==> src/rtl/pipeline_arbiter_pkg.sv <==
// Shared types and constants for the round-robin pipeline arbiter.
// Holds the output-slot state encoding, default widths and the performance counter width.
package pipeline_arbiter_pkg;

  typedef enum logic {
    ARB_EMPTY = 1'b0,
    ARB_FULL  = 1'b1
  } arb_state_e;

  localparam int DEFAULT_NUM_REQ    = 4;
  localparam int DEFAULT_DATA_WIDTH = 32;
  localparam int CNT_WIDTH          = 16;

endpackage

==> src/rtl/pipeline_arbiter_rr_priority_picker.sv <==
// Combinational round-robin search: first set request at or after ptr, wrapping upward.
// Produces the one-hot grant, its index, and whether any request is set at all.
module rr_priority_picker #(
  parameter  int NUM_REQ = 4,
  localparam int IDX_W   = $clog2(NUM_REQ)
) (
  input  logic [NUM_REQ-1:0] req,
  input  logic [IDX_W-1:0]   ptr,
  output logic [NUM_REQ-1:0] grant,
  output logic [IDX_W-1:0]   idx,
  output logic               any_valid
);

  always_comb begin
    logic [IDX_W:0]   sum;
    logic [IDX_W-1:0] cand;
    // NOTE: every output gets a default first so no path leaves a latch behind.
    sum       = '0;
    cand      = '0;
    grant     = '0;
    idx       = '0;
    any_valid = |req;
    // Walk offsets from farthest to nearest so the nearest hit is the last write.
    for (int i = NUM_REQ - 1; i >= 0; i--) begin
      sum = {1'b0, ptr} + (IDX_W + 1)'(i);
      if (sum >= (IDX_W + 1)'(NUM_REQ)) sum = sum - (IDX_W + 1)'(NUM_REQ);
      cand = sum[IDX_W-1:0];
      if (req[cand]) begin
        grant       = '0;
        grant[cand] = 1'b1;
        idx         = cand;
      end
    end
  end

endmodule

==> src/rtl/pipeline_arbiter.sv <==
// Round-robin arbiter feeding a single registered output slot (EMPTY/FULL, one payload per cycle).
// Define PIPELINE_ARBITER_PERF_EN to add saturating per-requester grant counters on grant_count_o.
module pipeline_arbiter
  import pipeline_arbiter_pkg::*;
#(
  parameter  int NUM_REQ    = DEFAULT_NUM_REQ,
  parameter  int DATA_WIDTH = DEFAULT_DATA_WIDTH,
  localparam int IDX_W      = $clog2(NUM_REQ)
) (
  input  logic                                clk_i,
  input  logic                                rst_i,
  input  logic [NUM_REQ-1:0]                  req_valid_i,
  input  logic [NUM_REQ-1:0][DATA_WIDTH-1:0]  req_data_i,
  output logic [NUM_REQ-1:0]                  req_ready_o,
  output logic                                m_data_valid_o,
  output logic [DATA_WIDTH-1:0]               m_data_data_o,
  input  logic                                m_data_ready_i,
  input  logic                                ctrl_stall_i,
  input  logic                                ctrl_flush_i,
  output logic [IDX_W-1:0]                    grant_id_o,
  output logic                                busy_o
`ifdef PIPELINE_ARBITER_PERF_EN
  ,
  output logic [NUM_REQ-1:0][CNT_WIDTH-1:0]   grant_count_o
`endif
);

  arb_state_e              state_q, state_d;
  logic [DATA_WIDTH-1:0]   slot_q;
  logic [IDX_W-1:0]        grant_id_q;
  logic [IDX_W-1:0]        last_grant_q;
  logic [IDX_W-1:0]        ptr;
  logic [NUM_REQ-1:0]      pick_grant;
  logic [IDX_W-1:0]        pick_idx;
  logic                    any_valid;
  logic                    pop;
  logic                    accept;

  assign ptr = (last_grant_q == IDX_W'(NUM_REQ - 1)) ? '0 : last_grant_q + 1'b1;

  rr_priority_picker #(.NUM_REQ(NUM_REQ)) u_picker (
    .req       (req_valid_i),
    .ptr       (ptr),
    .grant     (pick_grant),
    .idx       (pick_idx),
    .any_valid (any_valid)
  );

  always_comb begin
    state_d = state_q;
    pop     = (state_q == ARB_FULL) && m_data_ready_i && !ctrl_stall_i && !ctrl_flush_i;
    // Reset is synchronous, so handshakes are masked combinationally during the reset cycle.
    accept  = ((state_q == ARB_EMPTY) || pop) && any_valid
              && !ctrl_stall_i && !ctrl_flush_i && !rst_i;
    if (ctrl_flush_i)  state_d = ARB_EMPTY;
    else if (accept)   state_d = ARB_FULL;
    else if (pop)      state_d = ARB_EMPTY;
  end

  // NOTE: sequential state uses non-blocking assignments so every register samples pre-edge values.
  always_ff @(posedge clk_i) begin
    if (rst_i) state_q <= ARB_EMPTY;
    else       state_q <= state_d;
  end

  always_ff @(posedge clk_i) begin
    if (rst_i) begin
      slot_q       <= '0;
      grant_id_q   <= '0;
      last_grant_q <= IDX_W'(NUM_REQ - 1);
    end else if (ctrl_flush_i) begin
      slot_q <= '0;
    end else if (accept) begin
      slot_q       <= req_data_i[pick_idx];
      grant_id_q   <= pick_idx;
      last_grant_q <= pick_idx;
    end
  end

`ifdef PIPELINE_ARBITER_PERF_EN
  always_ff @(posedge clk_i) begin
    if (rst_i) begin
      grant_count_o <= '0;
    end else if (accept && (grant_count_o[pick_idx] != '1)) begin
      grant_count_o[pick_idx] <= grant_count_o[pick_idx] + 1'b1;
    end
  end
`endif

  assign req_ready_o    = accept ? pick_grant : '0;
  assign m_data_valid_o = (state_q == ARB_FULL) && !ctrl_stall_i && !ctrl_flush_i && !rst_i;
  assign m_data_data_o  = m_data_valid_o ? slot_q : '0;
  assign grant_id_o     = grant_id_q;
  assign busy_o         = (state_q == ARB_FULL);

endmodule

==> config.mk <==
export PLATFORM = sky130hd
export DESIGN_NAME = pipeline_arbiter
export DESIGN_NICKNAME = d
export VERILOG_FILES = /design/src/rtl/pipeline_arbiter_pkg.sv /design/src/rtl/pipeline_arbiter_rr_priority_picker.sv /design/src/rtl/pipeline_arbiter.sv
export SDC_FILE = /design/constraint.sdc
export NUM_CORES = 1
export LEC_CHECK = 0
export CORE_ASPECT_RATIO = 1.1
export CORE_MARGIN = 5
export CORE_UTILIZATION = 60
export CTS_CLUSTER_DIAMETER = 80
export CTS_CLUSTER_SIZE = 24
export DETAILED_ROUTE_END_ITERATION = 12
export DONT_BUFFER_PORTS = 1
export GPL_TIMING_DRIVEN = 1
export PLACE_DENSITY = 0.83
export SYNTH_ARGS = -nofsm -noshare
export SYNTH_HDL_FRONTEND = slang
export SYNTH_SLANG_ARGS = --single-unit
==> constraint.sdc <==
create_clock -name clk_i -period 3.8 [get_ports clk_i]
set_clock_uncertainty 0.2 [all_clocks]
set_input_delay 0.57 -clock clk_i [delete_from_list [all_inputs] [get_ports clk_i]]
set_output_delay 0.57 -clock clk_i [all_outputs]
set_load 0.1 [all_outputs]
==> run_results.csv, run 1 <==
group,metric,value,unit
clock_tree,cts_setup_buffers,0,
min_path,hp-class,"primary input to flip-flop",
worst_setup_path,cp-startpoint,"last_grant_q[0]",
die,io_pins,177,
logic_synthesis,ys_top_cells_by_area,"dfxtp_1 21%, o211ai_1 7.1%, and2_1 5.8%, mux2i_1 4.9%, a211o_1 4.8%",
timing,fmax,274,MHz
timing,rsz0062_at_grt,"no",
drt,wirelength,10.9,mm
logic_synthesis,async_flop_share,0,%
global_routing,grt_pass1_vias,3514,
placement,gp_congestion,0.941,
worst_setup_path,r2r_start,"last_grant_q[0]",
timing,setup-violations-final,0,
clock_tree,cts_buffer_depth,2,
logic_synthesis,netlist.area_leader.share,21.4,%
logic_synthesis,synth.net_count,575,
placement,numPortBuffers,0,
finish,layout_common_cells,"46 x buf_4, 40 x nand2_1, 37 x dfxtp_1, 33 x o211ai_1, 32 x and2_1",
timing,period_needed,3.66,ns
placement,placed_area,0.00379,sq mm
drt,vias,3653,
placement,dp.final_hpwl,7.88,mm
finish,layout_commonest_cell,"buf_4",
worst_setup_path,end_kind,"output pin",
logic_synthesis,syn_area,0.00347,sq mm
logic_synthesis,yosysSeqAreaShare,21.4,%
worst_setup_path,crit_required,3.03,ns
drt,drc_errors,0,
finish,syn_to_final_growth,12.5,%
timing,tns,0,ns
logic_synthesis,yosysUniqueCellTypes,64,
logic_synthesis,synth-seq-cells,37,
die,dieArea,0.00740,sq mm
worst_setup_path,crit_fanout,12,
clock_tree,ctsResizeCount,1,
finish,stdcell_area,0.00390,sq mm
global_routing,grt_pass1_wl,16.7,mm
global_routing,grt_max_degree,40,
die,die_x,82.5,microns
power_and_ir_drop,p_leak,1.54,nW
drt,wl_per_cell,21.0,microns
power_and_ir_drop,vdd_ir_drop_max,226,uV
global_routing,overflow,0,
finish,drive_gt1_share,18.4,%
finish,diodes,0,
clock_tree,root_buffer,"clkbuf_8",
logic_synthesis,yosys.area.top_type,"dfxtp_1",
worst_setup_path,worstSetupPathType,"flip-flop to output pin",
logic_synthesis,syn_avg_cell_area,8.01,sq um
timing,final-hold-violation-count,0,
finish,final_nets,587,
clock_tree,cts_buffers,5,
global_routing,grtUsageTotal,27.7,%
power_and_ir_drop,power_density,282,mW/mm^2
logic_synthesis,ys_warn_count,0,
finish,final_cell_count_no_fill,522,
worst_setup_path,crit_end,"req_ready_o[1]",
worst_setup_path,r2r-end,"slot_q[20]",
clock_tree,tritoncts,"yes",
clock_tree,clkTransAtPathRegs,0.07,ns
clock_tree,insertion_delay,0.28,ns
logic_synthesis,synth_edf_count,0,
placement,dpl.cell_count,515,
die,fp-row-count,29,
die,floorplan.die.height,89.7,microns
global_routing,antenna_found_initial,0,
run_status,status,"completed",
logic_synthesis,netlist_instances,433,
worst_setup_path,r2r_setup_slack,0.47,ns
die,core,0.00570,sq mm
drt,drt.antenna.violating_nets,0,
finish,fillers,469,
run,maxCapViolCount,0,
die,start_util,60.9,%
logic_synthesis,synth_flop_cell,"dfxtp_1",
clock_tree,htreeDepth,2,
timing,drv_slew,0,
worst_setup_path,startpoint_type,"flip-flop",
drt,drtPass1Iterations,6,
timing,slew_headroom,22.5,%
timing,worst_pin_slew,1.16,ns
clock_tree,hold_buffers,0,
timing,fin_crit_sh,96.2,%
worst_setup_path,worstPathArrival,2.89,ns
worst_setup_path,r2r_cells,10,
drt,vias_per_cell,7.00,
clock_tree,cts_num_sinks,37,
drt,drt-initial-drc-count,171,
[logic make-up after synthesis]
kind of cell	share of synthesized area (%)
buffers and inverters	7.98
AOI/OAI and AO/OA	36.5
muxes	6.32
and+or+nand+nor	26.1
adders and majority gates	1.80
DFF	21.4
[sequential cells by signal, indices dropped and copies added (netlist names)]
name	flops
slot_q	32
last_grant_q	2
grant_id_o	2
busy_o	1
[stage by stage]
| stage | setup WS [ns] | total power, mW | hold WS (ns) | utilization (%) |
|---|---|---|---|---|
| after CTS | 0.0713 | 1.10 | 0.132 | 68.2 |
| final | 0.144 | 1.10 | 0.141 | 68.5 |
| after detailed placement | 0.298 | 0.814 | 0.256 | 66.6 |
| after floorplan | 0.00395 | 0.756 | 0.234 | - |
| after global routing | 0.00729 | 1.16 | 0.128 | 68.5 |
| after global placement | 0.381 | 0.800 | 0.254 | 66.6 |
[synthesized netlist by cell type (14+ instances only)]
library cell,count
nand2_1,40
a22o_1,18
o21ai_0,22
and2_1,32
a211o_1,19
a221oi_1,19
nand4_1,18
dfxtp_1,37
o211ai_1,33
and3_1,18
o21a_1,14
mux2i_1,17
clkbuf_1,19
[layout make-up]
| cell class | instances | area, sq um | share of cell area (%) |
|---|---|---|---|
| sequential | 37 | 741 | 19.0 |
| clock inverter | 1 | 7.51 | 0.192 |
| tap | 77 | 96.3 | 2.47 |
| multi-input combinational | 344 | 2520 | 64.5 |
| inverter | 7 | 26.3 | 0.674 |
| clock buffer | 6 | 82.6 | 2.12 |
| timing repair buffer | 50 | 430 | 11.0 |
[how the worst min path moves through the flow]
| stage | end | from | depth (start not counted) |
|---|---|---|---|
| 2_1_floorplan | slot_q[19] | slot_q[19] | 1 |
| 3_3_place_gp | slot_q[8] | slot_q[8] | 1 |
| 3_5_place_dp | slot_q[21] | slot_q[21] | 1 |
| 4_1_cts | grant_id_o[0] | rst_i | 1 |
| 5_1_grt | grant_id_o[0] | rst_i | 1 |
| 6_report | grant_id_o[0] | rst_i | 1 |
[routing by layer]
metal,track usage (%),vias up,wire [microns]
met5,0,-,0
met4,8.17,0,201
met2,47.5,216,5470
met1,32.4,1725,4060
li1,-,1688,-
met3,8.20,24,1220
[power breakdown]
| group | switching (mW) | total (mW) | internal [mW] |
|---|---|---|---|
| clock network | 0.145 | 0.288 | 0.144 |
| logic | 0.229 | 0.381 | 0.153 |
| registers | 0.0185 | 0.432 | 0.413 |
[critical path: stages, from the launching register on]
cell and delay, ns:
dfxtp_1 0.34, buf_4 0.18, inv_1 0.08, ha_2 0.43
inv_1 0.13, mux4_2 0.37, o32a_1 0.36, a211o_1 0.31
a21oi_2 0.19, buf_12 0.21
Note: power is estimated with default switching activity, not from simulation.
==> run 2: changes to the inputs <==
--- a/config.mk
+++ b/config.mk
@@ -7,13 +7,13 @@
 export LEC_CHECK = 0
 export CORE_ASPECT_RATIO = 1.1
 export CORE_MARGIN = 5
-export CORE_UTILIZATION = 60
+export CORE_UTILIZATION = 59
 export CTS_CLUSTER_DIAMETER = 80
 export CTS_CLUSTER_SIZE = 24
 export DETAILED_ROUTE_END_ITERATION = 12
 export DONT_BUFFER_PORTS = 1
-export GPL_TIMING_DRIVEN = 1
-export PLACE_DENSITY = 0.83
+export GPL_TIMING_DRIVEN = 0
+export PLACE_DENSITY = 0.78
 export SYNTH_ARGS = -nofsm -noshare
 export SYNTH_HDL_FRONTEND = slang
 export SYNTH_SLANG_ARGS = --single-unit
==> constraint.sdc (replaced) <==
create_clock -name clk_i -period 3.3 [get_ports clk_i]
set_clock_uncertainty 0.2 [all_clocks]
set_input_delay 0.495 -clock clk_i [delete_from_list [all_inputs] [get_ports clk_i]]
set_output_delay 0.495 -clock clk_i [all_outputs]
set_load 0.1 [all_outputs]
==> run_results.csv, run 2 (synthesis results as in run 1) <==
group,metric,value,unit
worst_setup_path,r2r_setup_slack,0.16,ns
timing,worst_pin_slew,1.08,ns
worst_setup_path,crit_fanout,4,
drt,drc_errors,0,
timing,final-hold-violation-count,0,
die,floorplan.die.height,90.4,microns
global_routing,grtUsageTotal,30.6,%
finish,layout_common_cells,"40 x nand2_1, 34 x dfxtp_1, 33 x o211ai_1, 20 x and2_2",
drt,vias_per_cell,7.19,
power_and_ir_drop,p_leak,1.51,nW
power_and_ir_drop,p_sw,495,uW
clock_tree,cts_buffer_depth,2,
min_path,hp-class,"primary input to flip-flop",
run_status,status,"finished, violations left",
global_routing,grt_pass1_wl,18.9,mm
die,core,0.00573,sq mm
finish,register_area,749,sq um
die,dieArea,0.00751,sq mm
global_routing,grt_pass1_vias,3689,
finish,final_nets,594,
die,die_x,83.1,microns
finish,diodes,0,
worst_setup_path,end_kind,"output pin",
timing,slew_headroom,27.5,%
timing,drv_slew,0,
clock_tree,root_buffer,"clkbuf_8",
clock_tree,tritoncts,"yes",
drt,drt-initial-drc-count,436,
placement,gp_congestion,0.974,
drt,drtPass1Iterations,6,
global_routing,antenna_found_initial,0,
drt,wirelength,12.1,mm
worst_setup_path,max_stage_delay,0.59,ns
worst_setup_path,worstPathArrival,2.82,ns
clock_tree,htreeDepth,2,
run_status,violations,"setup timing",
die,fp-row-count,29,
finish,drive_gt1_share,24.5,%
worst_setup_path,crit_required,2.60,ns
worst_setup_path,cp_cell_sequence,"ha_4 -> or2_4 -> mux4_2 -> o32a_1 -> a211o_1 -> a21oi_4",
clock_tree,cts_buffers,5,
power_and_ir_drop,comb_power_share,34.9,%
timing,rsz0062_at_grt,"yes",
global_routing,grt_max_degree,12,
power_and_ir_drop,power_density,358,mW/mm^2
finish,largest_reg_flops,32,
worst_setup_path,critPathSlowestCell,"a21oi_4",
finish,syn_to_final_growth,14.8,%
drt,drt.antenna.violating_nets,0,
finish,post-route-util,69.4,%
finish,multi_input_area,0.00265,sq mm
power_and_ir_drop,p_int,928,uW
clock_tree,cts_num_sinks,37,
timing,setup-violations-final,3,
power_and_ir_drop,pwr-share-clk,29.8,%
worst_setup_path,critPathTopFamily,"compound AO/OA/AOI/OAI gates",
finish,largest_register,"slot_q",
finish,fillers,510,
timing,hold_slack,0.0632,ns
worst_setup_path,worstSetupPathType,"flip-flop to output pin",
placement,dp.final_hpwl,9.05,mm
die,start_util,60.5,%
worst_setup_path,crit_buf_inv,0,
worst_setup_path,startpoint_type,"flip-flop",
clock_tree,clkTransAtPathRegs,0.08,ns
die,io_pins,177,
power_and_ir_drop,switching_share,34.8,%
timing,fin_crit_sh,107,%
timing,period_needed,3.52,ns
timing,fin_ws,-0.215,ns
power_and_ir_drop,vdd_ir_drop_max,233,uV
timing,fmax,284,MHz
global_routing,overflow,0,
drt,wl_per_cell,22.9,microns
drt,vias,3809,
placement,numPortBuffers,0,
power_and_ir_drop,seqPwrFrac,35.4,%
power_and_ir_drop,p_total,1.42,mW
run,maxCapViolCount,0,
finish,layout_commonest_cell,"nand2_1",
clock_tree,insertion_delay,0.29,ns
-- run 2: final timing paths --
check / from / to / cells past startpoint
max: last_grant_q[1] / req_ready_o[1] / 6
min reg2reg: slot_q[4] / slot_q[4] / 2
max reg2reg: last_grant_q[0] / slot_q[30] / 11
min: rst_i / grant_id_o[0] / 1
-- run 2: layout make-up --
| class | count | area share (%) |
|---|---|---|
| Buffer | 43 | 6.04 |
| Clock buffer | 7 | 2.17 |
| Clock inverter | 1 | 0.755 |
| Inverter | 7 | 0.660 |
| Multi-Input combinational cell | 344 | 66.5 |
| Sequential cell | 37 | 18.8 |
| Tap cell | 77 | 2.42 |
| Timing Repair Buffer | 14 | 2.64 |
-- run 2: worst reg2reg max path: stages, from the launching register on --
cell and delay [ns]:
dfxtp_4 0.36, buf_4 0.14, ha_1 0.19, buf_2 0.19
or3b_1 0.38, a211oi_1 0.44, o31a_1 0.24, buf_4 0.19
a21oi_4 0.08, buf_6 0.20, a211o_1 0.23, a22o_1 0.20
-- run 2: timing repair --
| item | 4_1_cts | 5_1_grt |
|---|---|---|
| hold buffers | 0 | 0 |
| setup endpoints to repair | 37 | 26 |
| pin swaps | 11 | 6 |
| setup buffers | 13 | 1 |
| resized for setup | 43 | 17 |
-- run 2: routing by layer --
metal,wire [microns],vias to the layer above,GRT usage (%)
li1,-,1707,-
met1,4770,1829,37.1
met2,5910,241,52.5
met3,1050,32,7.12
met4,385,0,10.9
met5,0,-,0
-- run 2: power groups by stage --
stage / Sequential (mW) / Combinational, mW / Clock [mW]
finish: 0.503 / 0.496 / 0.424
global placement: 0.512 / 0.441 / 0
floorplan: 0.508 / 0.368 / 0
CTS: 0.502 / 0.479 / 0.423
detailed placement: 0.513 / 0.451 / 0
global route: 0.506 / 0.536 / 0.445
-- run 2: stage by stage --
step                TNS, ns  area, sq um  std cells  worst slack [ns]
global placement     -10.47         3610        510            -0.609
finish               -0.478         3980        530            -0.215
CTS                  -0.621         3950        530            -0.257
floorplan                 0         3520        433           0.00125
detailed placement   -12.76         3610        510            -0.531
global route         -0.650         3980        530            -0.252
==> run 3: changes to the inputs <==
--- a/config.mk
+++ b/config.mk
@@ -6,7 +6,7 @@
 export NUM_CORES = 1
 export LEC_CHECK = 0
 export CORE_ASPECT_RATIO = 1.1
-export CORE_MARGIN = 5
+export CORE_MARGIN = 1.5
 export CORE_UTILIZATION = 59
 export CTS_CLUSTER_DIAMETER = 80
 export CTS_CLUSTER_SIZE = 24
@@ -14,6 +14,8 @@
 export DONT_BUFFER_PORTS = 1
 export GPL_TIMING_DRIVEN = 0
 export PLACE_DENSITY = 0.78
+export SETUP_SLACK_MARGIN = 0.4
+export SKIP_LAST_GASP = 1
 export SYNTH_ARGS = -nofsm -noshare
 export SYNTH_HDL_FRONTEND = slang
 export SYNTH_SLANG_ARGS = --single-unit
==> run_results.csv, run 3 (synthesis results as in run 1) <==
group,metric,value,unit
finish,largest_reg_flops,32,
worst_setup_path,worstPathArrival,2.86,ns
timing,period_needed,3.56,ns
worst_setup_path,worstSetupPathType,"flip-flop to output pin",
die,fp-row-count,29,
drt,drc_errors,0,
die,dieArea,0.00635,sq mm
power_and_ir_drop,vdd_ir_drop_max,233,uV
placement,gp_congestion,0.965,
worst_setup_path,critPathSlowestCell,"a21oi_4",
clock_tree,htreeDepth,2,
global_routing,grt_pass1_wl,18.0,mm
clock_tree,root_buffer,"clkbuf_8",
timing,worst_pin_slew,0.989,ns
timing,fmax,281,MHz
worst_setup_path,r2r_start,"last_grant_q[0]",
clock_tree,clkTransAtPathRegs,0.07,ns
finish,layout_common_cells,"40 x nand2_1, 34 x dfxtp_1, 33 x o211ai_1, 29 x and2_4, 24 x buf_4",
worst_setup_path,crit_required,2.60,ns
die,floorplan.die.height,83.4,microns
clock_tree,tritoncts,"yes",
drt,route.met2.wl,5.96,mm
timing,fin_ws,-0.258,ns
worst_setup_path,cp-startpoint,"last_grant_q[0]",
worst_setup_path,crit_buf_inv,1,
finish,largest_register,"slot_q",
drt,wirelength,12.0,mm
min_path,min_from,"rst_i",
clock_tree,cts_buffer_depth,2,
drt,drtPass1Iterations,6,
global_routing,antenna_found_initial,1,
timing,drv_slew,0,
die,io_pins,177,
finish,syn_to_final_growth,19.5,%
drt,vias_per_cell,7.12,
die,core,0.00573,sq mm
timing,final-hold-violation-count,0,
worst_setup_path,cp_cell_sequence,"ha_4 -> or2_1 -> buf_6 -> mux4_2 -> o32a_1 -> a211o_1 -> a21oi_4",
clock_tree,insertion_delay,0.29,ns
finish,layout_commonest_cell,"nand2_1",
drt,highest_layer,"met5",
run_status,violations,"setup timing",
die,start_util,60.5,%
placement,dp.final_hpwl,8.38,mm
placement,dp_worst_setup_slack,-0.261,ns
run_status,status,"finished, violations left",
clock_tree,cts_num_sinks,37,
power_and_ir_drop,power_density,326,mW/mm^2
global_routing,overflow,0,
drt,wl_met1,4.60,mm
drt,drt.antenna.violating_nets,0,
timing,hold_slack,0.0679,ns
worst_setup_path,max_stage_delay,0.59,ns
drt,wl_met3,1.11,mm
finish,drive_gt1_share,29.4,%
timing,setup-violations-final,3,
die,die_x,76.1,microns
global_routing,grt_pass1_vias,3533,
timing,fin_crit_sh,108,%
power_and_ir_drop,p_leak,1.59,nW
finish,final_cell_count_no_fill,539,
worst_setup_path,crit_fanout,3,
drt,vias,3837,
drt,wl_per_cell,22.2,microns
finish,final_nets,603,
global_routing,grt_max_degree,12,
global_routing,grtUsageTotal,34.9,%
min_path,hp-class,"primary input to flip-flop",
timing,slew_headroom,34.5,%
run,maxCapViolCount,0,
placement,dpl.cell_count,510,
worst_setup_path,startpoint_type,"flip-flop",
worst_setup_path,critPathTopFamily,"compound AO/OA/AOI/OAI gates",
placement,numPortBuffers,0,
finish,diodes,0,
clock_tree,cts_buffers,5,
worst_setup_path,end_kind,"output pin",
timing,rsz0062_at_grt,"yes",
drt,drt-initial-drc-count,271,
-- run 3: cell types whose count changed in the layout (fill, tap and decap cells not counted), sizes merged --
cell / change
buf: +9
clkbuf: -1
bufinv: -1
clkinv: +2
-- run 3: cell type report --
type                       count  area [sq um]
multi-input combinational    344          2730
clock buffer                   6          72.6
fill                         477          1590
inverter                       7          28.8
buffer                        45           282
sequential                    37           752
tap                           77          96.3
timing repair buffer          21           169
clock inverter                 2          10.0
-- run 3: per-stage QoR --
step	TNS [ns]	util, %	area [sq um]	power (mW)
detailed placement	-0.964	64.5	3700	0.967
global placement	-0.833	64.5	3700	0.958
floorplan	0	-	3600	0.884
global route	-0.779	72.2	4140	1.40
CTS	-0.685	70.1	4020	1.31
finish	-0.556	72.2	4140	1.35
-- run 3: path summary, 6_finish.rpt --
kind                         end  slack (ns)  cells after the start
setup / recovery  req_ready_o[1]       -0.26                      7
hold / removal     grant_id_o[1]        0.07                      1
setup reg to reg      slot_q[14]        0.18                     11
hold reg to reg        slot_q[6]        0.28                      1
-- run 3: routing by layer --
| metal | GRT usage (%) | vias to the layer above |
|---|---|---|
| met1 | 41.7 | 1848 |
| met2 | 61.2 | 222 |
| met4 | 11.1 | 2 |
| met5 | 0 | - |
| li1 | - | 1731 |
| met3 | 8.68 | 34 |
-- run 3: where the power goes --
group	internal, mW	total [mW]	leakage [nW]	switching (mW)
Combinational	0.223	0.523	1.24	0.299
Sequential	0.475	0.505	0.302	0.0297
Clock	0.147	0.321	0.0450	0.174
-- run 3: what timing repair did --
action,in CTS,in global routing
pin swaps,8,11
endpoints found under the setup margin,66,57
gates resized for setup,49,24
setup buffers,13,8
hold endpoints to repair,0,0
hold buffers,0,0
